**config.mk**
```make
export PLATFORM = sky130hd
export DESIGN_NAME = parametric_interrupt_controller_core
export DESIGN_NICKNAME = d
export VERILOG_FILES = /design/src/rtl/parametric_interrupt_controller_core.sv
export SDC_FILE = /design/constraint.sdc
export NUM_CORES = 1
export LEC_CHECK = 0
export ABC_CLOCK_PERIOD_IN_PS = 11700
export CAP_MARGIN = 20
export CORE_MARGIN = 2
export CORE_UTILIZATION = 43
export DETAILED_ROUTE_END_ITERATION = 7
export GPL_TIMING_DRIVEN = 0
export PLACE_DENSITY = 0.68
export SLEW_MARGIN = 20
export SYNTH_ARGS = -nofsm -noshare
export SYNTH_HDL_FRONTEND = slang
export SYNTH_SLANG_ARGS = --single-unit
```
**constraint.sdc**
```tcl
create_clock -name clock -period 11.7 [get_ports clock]
set_input_delay 2.34 -clock clock [delete_from_list [all_inputs] [get_ports clock]]
set_output_delay 2.34 -clock clock [all_outputs]
set_load 0.01 [all_outputs]
```
**src/rtl/parametric_interrupt_controller_core.sv**
```systemverilog
// Parametrised 8259A-style interrupt controller core: IRR/ISR bookkeeping, fixed or
// rotating priority with full nesting, two-pulse INTA sequence, poll command and EOI.
module parametric_interrupt_controller_core #(
  parameter int unsigned NUM_IRQ      = 8,
  parameter int unsigned ID_WIDTH     = 3,
  parameter int unsigned VECTOR_WIDTH = 8
) (
  input  logic                    clock,
  input  logic                    reset_n,
  input  logic [NUM_IRQ-1:0]      interrupt_request,
  input  logic                    level_or_edge_triggered_config,
  input  logic [NUM_IRQ-1:0]      interrupt_mask,
  input  logic                    auto_eoi_config,
  input  logic                    rotate_on_eoi,
  input  logic                    eoi_strobe,
  input  logic                    specific_eoi_strobe,
  input  logic [ID_WIDTH-1:0]     eoi_id,
  input  logic                    poll_strobe,
  input  logic                    read_strobe,
  input  logic                    interrupt_acknowledge_n,
  input  logic [VECTOR_WIDTH-1:0] vector_base,
  output logic                    interrupt_to_cpu,
  output logic [VECTOR_WIDTH-1:0] vector_out,
  output logic                    vector_valid,
  output logic [7:0]              poll_data,
  output logic [NUM_IRQ-1:0]      interrupt_request_register,
  output logic [NUM_IRQ-1:0]      in_service_register
);

  typedef enum logic [1:0] {StIdle, StAck1, StAck2, StPoll} state_e;

  state_e                  state_q, state_d;
  logic [NUM_IRQ-1:0]      ir_prev_q;
  logic [NUM_IRQ-1:0]      irr_q, irr_d;
  logic [NUM_IRQ-1:0]      isr_q, isr_d;
  logic [ID_WIDTH-1:0]     lowest_q, lowest_d;
  logic [ID_WIDTH-1:0]     id_q, id_d;
  logic                    spurious_q, spurious_d;
  logic                    int_req_q, int_req_d;
  logic                    vv_q, vv_d;
  logic [VECTOR_WIDTH-1:0] vec_q, vec_d;
  logic [7:0]              poll_q, poll_d;
  logic                    inta_prev_q;

  logic                    inta_fall, inta_rise;
  logic [NUM_IRQ-1:0]      cand;
  logic [ID_WIDTH-1:0]     win_id, isr_top_id, id_k;
  int                      win_rank, isr_rank, idx;
  logic                    win_valid, isr_any;

  assign inta_fall = inta_prev_q & ~interrupt_acknowledge_n;
  assign inta_rise = ~inta_prev_q & interrupt_acknowledge_n;
  assign cand      = irr_q & ~interrupt_mask;

  // Rotated priority search; rank 0 is the line just after lowest_q.
  always_comb begin
    win_id     = '0;
    isr_top_id = '0;
    win_rank   = int'(NUM_IRQ);
    isr_rank   = int'(NUM_IRQ);
    idx        = 0;
    id_k       = '0;
    // Walk from lowest to highest priority so the last hit is the best one.
    for (int k = int'(NUM_IRQ) - 1; k >= 0; k--) begin
      idx = int'(lowest_q) + 1 + k;
      if (idx >= int'(NUM_IRQ)) idx = idx - int'(NUM_IRQ);
      id_k = ID_WIDTH'(idx);
      if (cand[id_k]) begin
        win_id   = id_k;
        win_rank = k;
      end
      if (isr_q[id_k]) begin
        isr_top_id = id_k;
        isr_rank   = k;
      end
    end
    // Fully nested: the winner must strictly outrank everything in service.
    win_valid = (win_rank < isr_rank);
    isr_any   = (isr_rank < int'(NUM_IRQ));
  end

  // Sequencer, ISR/IRR next state, EOI handling and INT generation.
  always_comb begin
    logic [NUM_IRQ-1:0] isr_set, isr_clr, irr_clr;
    logic               latch;
    state_d    = state_q;
    id_d       = id_q;
    spurious_d = spurious_q;
    vv_d       = vv_q;
    vec_d      = vec_q;
    poll_d     = poll_q;
    lowest_d   = lowest_q;
    isr_set    = '0;
    isr_clr    = '0;
    irr_clr    = '0;
    latch      = 1'b0;

    case (state_q)
      StIdle: begin
        // INTA takes precedence over a simultaneous poll command.
        if (inta_fall) begin
          state_d = StAck1;
          latch   = 1'b1;
        end else if (poll_strobe) begin
          state_d = StPoll;
          latch   = 1'b1;
        end
      end
      StAck1: begin
        if (inta_rise) state_d = StAck2;
      end
      StAck2: begin
        if (inta_fall) begin
          vv_d                  = 1'b1;
          vec_d                 = vector_base;
          vec_d[ID_WIDTH-1:0]   = id_q;
        end else if (inta_rise) begin
          state_d = StIdle;
          vv_d    = 1'b0;
          vec_d   = '0;
          // A spurious acknowledge never set an ISR bit, so there is nothing to retire.
          if (auto_eoi_config && !spurious_q) begin
            isr_clr[id_q] = 1'b1;
            if (rotate_on_eoi) lowest_d = id_q;
          end
        end
      end
      StPoll: begin
        if (read_strobe) begin
          state_d = StIdle;
          poll_d  = '0;
        end
      end
      default: state_d = StIdle;
    endcase

    if (latch) begin
      id_d       = win_valid ? win_id : ID_WIDTH'(NUM_IRQ - 1);
      spurious_d = ~win_valid;
      if (win_valid) begin
        isr_set[win_id] = 1'b1;
        irr_clr[win_id] = 1'b1;
      end
      if (state_d == StPoll) begin
        poll_d                 = '0;
        poll_d[7]              = win_valid;
        poll_d[ID_WIDTH-1:0]   = id_d;
      end
    end

    if (eoi_strobe && isr_any) begin
      isr_clr[isr_top_id] = 1'b1;
      if (rotate_on_eoi) lowest_d = isr_top_id;
    end
    if (specific_eoi_strobe && (int'(eoi_id) < int'(NUM_IRQ))) begin
      isr_clr[eoi_id] = 1'b1;
    end

    isr_d = (isr_q | isr_set) & ~isr_clr;

    // A fresh edge in the clearing cycle keeps the bit set.
    if (level_or_edge_triggered_config) begin
      irr_d = interrupt_request & ~irr_clr;
    end else begin
      irr_d = (irr_q & ~irr_clr) | (interrupt_request & ~ir_prev_q);
    end

    int_req_d = (state_q == StIdle) && (state_d == StIdle) && win_valid;
  end

  // State registers.
  always_ff @(posedge clock or negedge reset_n) begin
    if (!reset_n) begin
      state_q     <= StIdle;
      ir_prev_q   <= '0;
      irr_q       <= '0;
      isr_q       <= '0;
      lowest_q    <= ID_WIDTH'(NUM_IRQ - 1);
      id_q        <= '0;
      spurious_q  <= 1'b0;
      int_req_q   <= 1'b0;
      vv_q        <= 1'b0;
      vec_q       <= '0;
      poll_q      <= '0;
      inta_prev_q <= 1'b1;
    end else begin
      state_q     <= state_d;
      ir_prev_q   <= interrupt_request;
      irr_q       <= irr_d;
      isr_q       <= isr_d;
      lowest_q    <= lowest_d;
      id_q        <= id_d;
      spurious_q  <= spurious_d;
      int_req_q   <= int_req_d;
      vv_q        <= vv_d;
      vec_q       <= vec_d;
      poll_q      <= poll_d;
      inta_prev_q <= interrupt_acknowledge_n;
    end
  end

  assign interrupt_to_cpu           = int_req_q;
  assign vector_out                 = vec_q;
  assign vector_valid               = vv_q;
  assign poll_data                  = poll_q;
  assign interrupt_request_register = irr_q;
  assign in_service_register        = isr_q;

endmodule
```
# Word-level counts from Yosys, hierarchy flattened
# Index checks and enable logic that the tools add are counted.
[totals] memories=0 in_bits=37 rom_bits=0 ram_bits=0 latchBits=0 out_inout_bits=34 reg_bits=52
[classes] bitwise=18 mux=115 reduce_logical=13 magnitude_cmp=26 n_addsub=16 div=0 n_shift=0 n_eq_ne=4 mul=0
[ops] op="$mux W32" n=12
[ops] op="$mux W8" n=15
[ops] op="$mux W3" n=32
[ops] op="$bmux W1 S3" n=16
[ops] op="$lt A3 B4 Y1 const B" n=12
[ops] op="$and A8 B8 Y8" n=5
[ops] op="$ge A5 B4 Y1 const B" n=7
[ops] op="$lt A32 B32 Y1" n=1
[ops] op="$lt A32 B5 Y1 const B" n=1
[ops] op="$not A8 Y8" n=4
[ops] op="$or A8 B8 Y8" n=4
[ops] op="$mux W1" n=25
[ops] op="$sub A3 B1 Y3 const B" n=8
[ops] op="$add A4 B3 Y5 const B" n=4
[ops] op="$mux W4" n=4
[ops] op="$demux W1 S3" n=4
[ops] op="$ge A3 B1 Y1 const B" n=4
[ops] op="$mux W2" n=6
[ops] op="$add A4 B2 Y5 const B" n=2
[ops] op="$logic_and A1 B1 Y1" n=8
[ops] op="$pmux W2 S4" n=1
[ops] op="$eq A2 B2 Y1 const B" n=3
[ops] op="$add A4 B1 Y5 const B" n=1
[ops] op="$add A3 B1 Y4 const B" n=1
[ops] op="other kinds (8)" n=12

# Longest topological paths before layout
# Gate-level depths: netlist (run 1).
[depth] ltp_word=24 depth_mapped=21

# Worst setup path before layout (run 1)
# No wires, ideal clock.
[synth_timing] kind="in2reg" from="input interrupt_mask[4]" to="register irr_q[5] (netlist: interrupt_request_register[5])" arrival_time_ns=5.280 n_path_buf=1 setup_ns=0.124 path_slack_ns=6.296 cell_stages=15 path_cell_list="nor2b_1 > mux4_2 > mux2_2 > a21oi_1 > o21ai_0 > a311oi_1 > ha_1 > o21ai_0 > nand2b_1 > a21oi_1 > a31oi_1 > and3b_1 > buf_2 > nand3_1 > a211o_1"
[synth_between] elab_chain_len=22 elab_cells_between_ends=47
[synth_rtl] item="start: declaration" line="12" source="input logic [NUM_IRQ-1:0] interrupt_mask,"
[synth_rtl] item="$not A8 Y8 *" line="53" source="assign cand = irr_q & ~interrupt_mask;"
[synth_rtl] item="$and A8 B8 Y8 *" line="53"
[synth_rtl] item="parallel branches: the longest is 14 deep, another holds $lt A32 B32 Y1"
[synth_rtl] item="$mux W8 *" line="140" source="if (win_valid) begin"
[synth_rtl] item="$mux W8 *" line="137" source="if (latch) begin"
[synth_rtl] item="$not A8 Y8 *" line="163, 165"
[synth_rtl] item="$and A8 B8 Y8" line="165" source="irr_d = (irr_q & ~irr_clr) | (interrupt_request & ~ir_prev_q);"
[synth_rtl] item="$or A8 B8 Y8" line="165"
[synth_rtl] item="$mux W8 *" line="162" source="if (level_or_edge_triggered_config) begin"
[synth_rtl] item="via irr_d[5]" line="34" source="logic [NUM_IRQ-1:0] irr_q, irr_d;"
[synth_rtl] item="end signal: assignment" line="189" source="irr_q <= irr_d;"
[synth_rtl] item="end: declaration" line="34"
# Mark *: on every way through the listed nets, which the timed path passes. The select of a mux whose other input is x is not followed.
# A chain may end at the register's enable or synchronous reset.

# Worst setup path after layout (run 1)
[layout_timing] from="input interrupt_mask[6]" to="register isr_q[6] (netlist: in_service_register[6])"
[layout_between] elab_chain_len=20 elab_cells_between_ends=44
[layout_rtl] item="$not A8 Y8 *" line="53"
[layout_rtl] item="$and A8 B8 Y8 *" line="53"
[layout_rtl] item="parallel branches: the longest is 14 deep, another holds $lt A32 B32 Y1"
[layout_rtl] item="$mux W8 *" line="140"
[layout_rtl] item="$mux W8 *" line="137"
[layout_rtl] item="$or A8 B8 Y8 *" line="159" source="isr_d = (isr_q | isr_set) & ~isr_clr;"
[layout_rtl] item="$and A8 B8 Y8 *" line="159"
[layout_rtl] item="via isr_d[6]" line="35" source="logic [NUM_IRQ-1:0] isr_q, isr_d;"
[layout_rtl] item="end signal: assignment" line="190" source="isr_q <= isr_d;"
[layout_rtl] item="end: declaration" line="35"
# Marks and branches as above.

==> results of run 1 <==
## final cells by class
cell class	instances	area [µm²]	area share
Clock inverter	2	13.8	0.00260
Multi-Input combinational cell	405	2870	0.541
Sequential cell	52	1310	0.247
Buffer	28	149	0.0281
Tap cell	133	166	0.0314
Timing Repair Buffer	67	668	0.126
Inverter	14	52.6	0.00992
Clock buffer	6	72.6	0.0137
## sequential cells by signal (all words and copies together) (netlist names)
register and count:
interrupt_to_cpu 1, in_service_register 8, vector_valid 1, poll_data 8, ir_prev_q 8, interrupt_request_register 8
vector_out 8, state_q 2, inta_prev_q 1, spurious_q 1, id_q 3, lowest_q 3
## metrics by stage
step                setup WS, ps  utilization  hold WS (ps)  cells  cell area [µm²]
floorplan                   6300            -           482    499             4360
global placement            5050        0.529           464    699             5200
detailed placement          5040        0.530           479    699             5200
CTS                         5360        0.539           501    707             5290
global route                5080        0.539           532    707             5300
finish                      5260        0.539           491    707             5300
## per-layer routing
metal  wire (µm)  global-route usage  vias up
met5           0                   0        -
met4         226              0.0733        0
met3         966              0.0381       20
met2        6170               0.387      175
met1        5600               0.316     2019
li1            -                   -     2034
## logic make-up after synthesis
group,Yosys count,share of synthesized area
simple gates,217,0.260
xor+xnor,5,0.0184
mux,40,0.147
compound gates,136,0.209
buf+inv,42,0.0462
flops,52,0.299
fa+ha+maj,7,0.0201
## cells in the mapped netlist, types with 5 or more instances
cell type	n	area (µm²)
a21o_1	10	75.1
a21oi_1	24	120
a221oi_1	7	61.3
a31oi_1	10	62.6
a32oi_1	6	52.6
and3_1	9	56.3
and3b_1	5	43.8
buf_2	8	40.0
clkbuf_1	16	60.1
dfrtp_1	48	1200
ha_1	7	87.6
inv_1	12	45.0
mux2_2	8	90.1
mux2i_1	14	140
mux4_2	17	383
nand2_1	59	221
nand2b_1	15	93.8
nand3_1	15	75.1
nor2_1	40	150
nor2b_1	15	93.8
nor3_1	13	65.1
nor3b_1	10	75.1
nor4_1	9	56.3
o211ai_1	6	45.0
o21ai_0	36	180
o22ai_1	6	37.5
## worst min-delay path, cell delays in order, from the launching register on
cell     delay (ps)
dfrtp_1         360
nand2_1          40
o21ai_0          60
## worst paths after layout
kind,start,to,slack (ps)
setup / recovery,interrupt_mask[6],in_service_register[6],5260
hold / removal,vector_out[6],vector_out[6],490
setup reg to reg,lowest_q[0],in_service_register[6],5770
hold reg to reg,vector_out[6],vector_out[6],490
max in group asynchronous,reset_n,in_service_register[5],9200
min in group asynchronous,reset_n,interrupt_request_register[5],2050
==> metrics.md, run 1 <==
| Metric | Value |
|---|---|
| Run status | completed |
| Per-cell routed wire length | 18.3 µm |
| Total Routed Length | 13,000 µm |
| Gp weighted congestion | between 0.9 and 1 |
| Number of global-route vias before repair | 4,129 |
| Worst path arrival time | 6630 ps |
| CTS Buf Count | 5 |
| Crit path time final | ~6400 ps |
| Endpoints failing setup | 0 |
| Pin count of the biggest net entering global routing | 53 |
| Synthesized cell area | 4360 µm² |
| Detailed Route Iter0 Violations | 246 |
| Max_slew headroom | 0.361 |
| Cells after synthesis | about 500 |
| GRT overflow | 0 |
| Die W | 105 µm |
| Cell count along the critical path | 14 |
| Most frequent cells in the layout | clkdlybuf4s50_1 (66), nand2_1 (59), dfrtp_1 (48) |
| Hold Buf Count CTS | 0 |
| Final Skew | 16.2 ps |
| Row cnt | 36 |
| Worst-path maximum fanout | 9 |
| NumNets Final | slightly above 600 |
| Routed Antenna Nets | 0 |
| Core Area | 9820 µm² |
| Post-synth EDFFs | 0 |
| Main synth FF type | dfrtp_1 |
| RSZ-0062 raised after global routing | no |
| Clock Path Buffers | 2 |
| CP max stage delay | 770 ps |
| Seq/Total Area, Yosys | 0.299 |
| Final TNS setup | 0 ps |
| Final Cycle Share | 0.551 |
| Dpl hpwl | ~9900 µm |
| Hold WC Path Type | reg2reg |
| Starting Density | 0.444 |
| Post-synth net total | 543 |
| CP max stage cell | a31oi_1 |
| Hold Crit Depth | 2 |
| Vias per Instance | around 6.0 |
| Area grow syn2layout | 21.4% |
| Number of synthesized register bits | 52 |
| Slew Limit Fails | 0 |
| Clock-pin slew on the worst setup and hold paths | 90 ps |
| Initial antenna violation count | 0 |
| Buf/Inv on CP | 1 |
| Post-cts sizing count | 0 |
| Max_cap viols | 0 |
| Startpoint Class | input port |
| TritonRoute pass-1 iters | 5 |
| IO Port Bufs | 67 |
| Cell mode on critical path | and3_1 |
| Critical path capture point type | flip-flop |
| FF-to-FF path depth | 19 |
| Ys async rst share | 1.00 |
| Via Count | 4,248 |
| CP top delay family | compound AO/OA/AOI/OAI gates |
| Most common cell after layout, fill and taps aside | clkdlybuf4s50_1 |
| Total GRT Usage | 0.234 |
| Global-route wire length before repair | 20,900 µm |
| # IOs | 71 |
| Clock sinks | 52 |
| Die area | 11,000 µm² |
| Max Clock Freq | 0.155 GHz |
| Critical path class | in2reg |
| Filler cells | 944 |
| Die height | 105 µm |
| CTS root buf | clkbuf_8 |
| H-tree depth | 2 |
| Syn avg cell area | 8.74 µm² |
| Yosys Warn Count | 0 |
| Library cells used by synthesis | 69 |
| Diodes inserted | 0 |
| Worst-path cell chain | clkdlybuf4s50_1, nor2b_1, mux4_2, mux2_2, a21oi_1, o21ai_0, a311oi_1, ha_1, nor3_1, and3_1, a31oi_1, nor3b_2, and3_1, o221a_2 |
| Drt drc | 0 |
| Post-CTS Repair Setup Buffers | 0 |
| CTS tree | done |
| Least-Margin Pin Slew | 954 ps |
| Required @ worst endpoint | between 10,000 and 15,000 ps |
| Final count of hold timing violations | 0 |
| Skew-Pair Late Insertion Delay | 310 ps |
| Share of cells above drive strength 1 | 0.120 |
Power of run 1 is not shown: default switching activity piles up to over one toggle a cycle in this logic, so the estimate is an artifact.
==> run 2, diff against run 1 <==
--- a/config.mk
+++ b/config.mk
@@ -5,7 +5,7 @@
 export SDC_FILE = /design/constraint.sdc
 export NUM_CORES = 1
 export LEC_CHECK = 0
-export ABC_CLOCK_PERIOD_IN_PS = 11700
+export ABC_CLOCK_PERIOD_IN_PS = 6600
 export CAP_MARGIN = 20
 export CORE_MARGIN = 2
 export CORE_UTILIZATION = 43
==> constraint.sdc (replaced) <==
create_clock -name clock -period 6.6 [get_ports clock]
set_input_delay 1.32 -clock clock [delete_from_list [all_inputs] [get_ports clock]]
set_output_delay 1.32 -clock clock [all_outputs]
set_load 0.01 [all_outputs]
==> results of run 2 <==
The final DEF is identical to that of run 1. Status: completed.
Among the figures that moved: setup slack after placement 5040 ps -> 757 ps; setup slack after layout 5260 ps -> 674 ps; start point of the critical path interrupt_mask[6] -> lowest_q[0]; register-to-register setup slack 5770 ps -> 670 ps
Power of run 2 is left out for the same reason.
==> run 3, diff against run 2 <==
--- a/config.mk
+++ b/config.mk
@@ -12,6 +12,7 @@
 export DETAILED_ROUTE_END_ITERATION = 7
 export GPL_TIMING_DRIVEN = 0
 export PLACE_DENSITY = 0.68
+export SKIP_CTS_REPAIR_TIMING = 1
 export SLEW_MARGIN = 20
 export SYNTH_ARGS = -nofsm -noshare
 export SYNTH_HDL_FRONTEND = slang
==> results of run 3 <==
The final DEF is identical to that of run 1. Status: completed.
Among the figures that moved: setup slack after placement 5040 ps -> 757 ps; setup slack after layout 5260 ps -> 674 ps; start point of the critical path interrupt_mask[6] -> lowest_q[0]; register-to-register setup slack 5770 ps -> 670 ps
Power of run 3 is left out for the same reason.
==> patch 1, RTL diff (config.mk and constraints of run 2) <==
`isr_q` no longer has a reset.
--- a/src/rtl/parametric_interrupt_controller_core.sv
+++ b/src/rtl/parametric_interrupt_controller_core.sv
@@ -176,3 +176,2 @@
       irr_q       <= '0;
-      isr_q       <= '0;
       lowest_q    <= ID_WIDTH'(NUM_IRQ - 1);
@@ -189,3 +188,2 @@
       irr_q       <= irr_d;
-      isr_q       <= isr_d;
       lowest_q    <= lowest_d;
@@ -201,2 +199,6 @@
 
+  always_ff @(posedge clock) begin
+    isr_q <= isr_d;
+  end
+
   assign interrupt_to_cpu           = int_req_q;
Formal check against the unedited RTL: differs if reset_n is asserted again (counterexample within 4 cycles, from zero or initial values and one cycle with reset_n low); with reset_n held inactive, the same outputs for 4 cycles.
==> patch 1 against run 2 <==
  * Count of clock-buffer cells in the layout fell by 1
  * Critical path depth did not move
  * Sequential share of layout area fell by 0.80 points
  * Setup slack improved by 0.065 ns
  * Routed wire length rose by 2.2%
  * Final area rose by 0.19%
  * Sequential cell count did not move
  * Die area fell by 0.89%
  * Synthesized area fell by 0.92%
  * Critical path type unchanged
  * Highest routed layer unchanged
Power is not shown: default switching activity piles up to over one toggle a cycle in this logic, so the estimate is an artifact.
==> patch 1: results (changes against run 2) <==
stage,metric,value,unit,change
status,status,"finished, final reports clean",,
layout,n_fill_cell,919,,-2.6%
yosys,synth_common_cells,"59 x nand2_1, 40 x dfrtp_1, 40 x nor2_1",,
setup_path,cp_slowest_stage_delay,0.68,ns,-0.09 ns
setup_path,slowest_stage,a31oi_1,,
sta,whs,0.496,ns,+0.00539 ns
sta,layout_min_cycle_time,5.86,ns,-0.0651 ns
cts,post_cts_resized,0,,unchanged
setup_path,cp_max_fo,10,,unchanged
cts,cts-buffers-inserted,5,,unchanged
global_routing,grt_pass1_wl,21.6,mm,+3.0%
routing,drt_iter0_drc,216,,-12%
yosys,async_flop_share,84.6,%,-15 points
setup_path,cp_top_family,compound AO/OA/AOI/OAI gates,,
global_routing,grt_max_degree,24,,-55%
place,dp_slack,0.787,ns,+0.0295 ns
yosys,yosys-top-cells-area,"dfrtp_1 23%, mux4_2 8.9%, nand2_1 5.1%, o21ai_0 4.2%, dfxtp_1 3.7%",,
place,portBuffers,67,,unchanged
min_path,hp-class,flip-flop to flip-flop,,
cts,path_clk_slew,0.10,ns,
layout,antenna_cells,0,,unchanged
sta,worst_slew_pin_slew,0.835,ns,-0.119 ns
setup_path,rrSetupSlack,0.74,ns,+0.07 ns
place,gp_congestion,0.919,,-3.7%
routing,post_drt_wl_per_cell,18.7,um,+2.1%
yosys,ys_warn_count,0,,unchanged
routing,firstDrtPassIters,5,,unchanged
place,dp_hpwl,10.1,mm,+2.8%
routing,via_count,4307,,+1.4%
global_routing,grt_pass1_vias,4093,,-0.87%
yosys,syn-num-nets,543,,unchanged
sta,skew,0.00786,ns,-0.00830 ns
global_routing,grt_antenna_before_repair,0,,unchanged
layout,nets,618,,+0.16%
routing,post-route-drc-count,0,,unchanged
cts,htreeDepth,2,,unchanged
yosys,synth.distinct_cells,70,,+1.4%
yosys,ys.flop_type,dfrtp_1,,
layout,drive_above_1_share,12.3,%,+0.33 points
yosys,yosysSeqAreaShare,29.3,%,-0.65 points
global_routing,grt.total_usage,24.2,%,+0.80 points
cts,root_buffer,clkbuf_8,,
cts,clock_path_buffers,2,,unchanged
cts,worstSkewPairLatency,0.31,ns,about the same
setup_path,critPathArrivalTime,6.07,ns,-0.04 ns
## patch 1: cell types whose count changed in the layout (fill, tap and decap cells not counted), sizes merged
cell	change
buf	+1
bufinv	+1
clkbuf	-1
clkinvlp	+1
dfrtp	-8
dfxtp	+8
inv	-1
## patch 1: area by class of cell
cell class / instances / area [um2] / area share [%]
buffer: 28 / 149 / 2.81
clock buffer: 5 / 68.8 / 1.30
multi-input combinational: 405 / 2870 / 54.0
timing repair buffer: 68 / 693 / 13.1
inverter: 14 / 52.6 / 0.991
sequential: 52 / 1270 / 23.9
clock inverter: 3 / 42.5 / 0.802
tap: 133 / 166 / 3.14
## patch 1: path summary, 6_finish.rpt
check                              start                            end  cells past startpoint
setup reg to reg             lowest_q[0]         in_service_register[6]                     19
setup / recovery             lowest_q[0]         in_service_register[6]                     19
hold / removal             vector_out[4]                  vector_out[4]                      2
hold reg to reg            vector_out[4]                  vector_out[4]                      2
min in group asynchronous        reset_n  interrupt_request_register[4]                      1
max in group asynchronous        reset_n                    inta_prev_q                      2
## patch 1: logic make-up after synthesis
| kind of cell | after synthesis | share of synthesized area, % |
|---|---|---|
| simple gates | 217 | 26.2 |
| compound gates | 136 | 21.1 |
| flops | 52 | 29.3 |
| buf+inv | 42 | 4.66 |
| mux | 40 | 14.8 |
| fa+ha+maj | 7 | 2.03 |
| xor+xnor | 5 | 1.85 |
## patch 1: stage by stage
stage | instance area, um2 | cells
after floorplan | 4320 | 499
after global placement | 5160 | 699
after detailed placement | 5190 | 700
after CTS | 5300 | 708
after global routing | 5310 | 708
final | 5310 | 708
## patch 1: layer usage
layer	wire length (um)	part of all wire, %	track usage (%)
met5	0	0	0
met4	220	1.7	6.66
met3	893	6.7	3.32
met2	6150	46	38.0
met1	5990	45	35.1
==> patch 2, RTL diff (flow settings as in run 2) <==
Without the edit above. Change the parameter `ID_WIDTH` from 3 to 2.
--- a/src/rtl/parametric_interrupt_controller_core.sv
+++ b/src/rtl/parametric_interrupt_controller_core.sv
@@ -4,3 +4,3 @@
   parameter int unsigned NUM_IRQ      = 8,
-  parameter int unsigned ID_WIDTH     = 3,
+  parameter int unsigned ID_WIDTH     = 2,
   parameter int unsigned VECTOR_WIDTH = 8
Ports: changed (resized eoi_id); port bits go from 71 to 70. No check against the original RTL was run, so the function may have changed too.
==> patch 2 against run 2 <==
  * Synthesized area decreased by 42%
  * Maximum frequency increased by 39%
  * Routed wire length decreased by 54%
  * Final area decreased by 37%
  * Register-to-register slack improved by 2.4 ns
  * Sequential cell count decreased by 6
  * Setup slack improved by 1.7 ns
  * Utilization increased by 6.3 points
==> patch 2: results (changes against run 2) <==
stage,metric,value,unit,change
layout,num-multi-input-gates,203,,-50%
routing,via_count,2249,,-47%
setup_path,r2r_cells,13,,-6
layout,layout.nonclk_buf_share,21.2,%,+5.8 points
cts,post_cts_resized,0,,unchanged
yosys,synth.distinct_cells,55,,-20%
setup_path,crit_path_end,in_service_register[1],,
layout,drive_above_1_share,8.81,%,-3.2 points
global_routing,grt_max_degree,29,,-45%
setup_path,cp_max_fo,10,,unchanged
place,dp_hpwl,4.36,mm,-56%
power,p_sw_share,38.8,%,
global_routing,grt.total_usage,19.3,%,-4.2 points
layout,n_fill_cell,507,,-46%
layout,seqCellArea,0.00115,mm2,-12%
sta,skew,0.00930,ns,-0.00686 ns
cts,cts_setup_buffers,0,,unchanged
layout,nets,392,,-36%
min_path,hp-start,vector_out[7],,
min_path,hold_end,vector_out[7],,
setup_path,crit_path_start,interrupt_mask[2],,
layout,buffers,81,,-15%
place,portBuffers,58,,-13%
global_routing,grt_pass1_wl,9.85,mm,-53%
status,status,"finished, final reports clean",,
sta,worst_slew_pin_slew,0.791,ns,-0.163 ns
setup_path,rrSetupSlack,3.03,ns,+2.36 ns
place,gp_congestion,0.897,,-6.0%
cts,htreeDepth,2,,unchanged
min_path,hold_depth,2,,unchanged
routing,drt_wl_total,5.92,mm,-54%
setup_path,critPathLaunchType,input port,,
layout,fin_cells,424,,-40%
yosys,yosys-top-cells-area,"dfrtp_1 43%, nand2_1 5.7%, o21ai_0 5.6%, dfstp_2 3.1%, nor2_1 2.8%",,
cts,path_clk_slew,0.08,ns,
yosys,yosysSeqAreaShare,45.9,%,+16 points
yosys,synth.avg_cell_area,8.96,um2,+2.5%
setup_path,critPathArrivalTime,4.48,ns,-1.63 ns
cts,root_buffer,clkbuf_8,,
routing,drt_iter0_drc,96,,-61%
yosys,synth_common_cells,"43 x dfrtp_1, 38 x nand2_1, 28 x o21ai_0",,
cts,clock-sinks,46,,-12%
layout,multiInputGateArea,0.00121,mm2,-58%
cts,cts-buffers-inserted,5,,unchanged
layout,area_share_clock_buf_inv,4.10,%,+2.5 points
cts,clock_path_buffers,2,,unchanged
==> patch 2: metrics by stage <==
step / instance area [um2] / total power (uW) / hold slack, ns / worst slack, ns
finish: 3360 / 1300 / 0.483 / 2.33
global route: 3360 / 1390 / 0.508 / 2.08
CTS: 3360 / 1300 / 0.489 / 2.37
detailed placement: 3220 / 1050 / 0.469 / 2.05
global placement: 3200 / 1030 / 0.463 / 2.10
floorplan: 2530 / 817 / 0.451 / 2.88
==> patch 2: cells by family after synthesis <==
| kind of cell | Yosys count | synth area share (%) |
|---|---|---|
| buffers and inverters | 36 | 6.71 |
| other | 2 | 0.298 |
| multiplexers | 3 | 1.24 |
| adder cells (fa/ha/maj) | 5 | 2.48 |
| flip-flops | 46 | 45.9 |
| AO/OA/AOI/OAI | 79 | 21.1 |
| AND/OR/NAND/NOR | 110 | 22.3 |
==> patch 2: power groups by stage <==
| stage | Sequential (uW) | Combinational (uW) | Clock (uW) |
|---|---|---|---|
| 2_1_floorplan | 427 | 390 | 0 |
| 3_3_place_gp | 412 | 622 | 0 |
| 3_5_place_dp | 413 | 634 | 0 |
| 4_1_cts | 409 | 639 | 257 |
| 5_1_grt | 419 | 706 | 266 |
| 6_report | 409 | 639 | 251 |
==> patch 2: per-layer routing <==
layer | wire, um | vias to the layer above | global-route usage (%)
met3 | 320 | 9 | 3.82
met4 | 70 | 0 | 5.08
met5 | 0 | - | 0
met1 | 2720 | 1045 | 25.2
li1 | - | 1132 | -
met2 | 2810 | 63 | 32.6
==> patch 2: critical path: stages <==
cell	delay, ns
clkdlybuf4s50_1	0.47
nand2b_1	0.22
nand2_1	0.13
a31oi_1	0.20
o32ai_1	0.11
ha_1	0.25
a211oi_1	0.25
o41ai_1	0.11
or4b_1	0.52
o32ai_2	0.37
buf_6	0.21
a31oi_1	0.13
a211oi_2	0.20
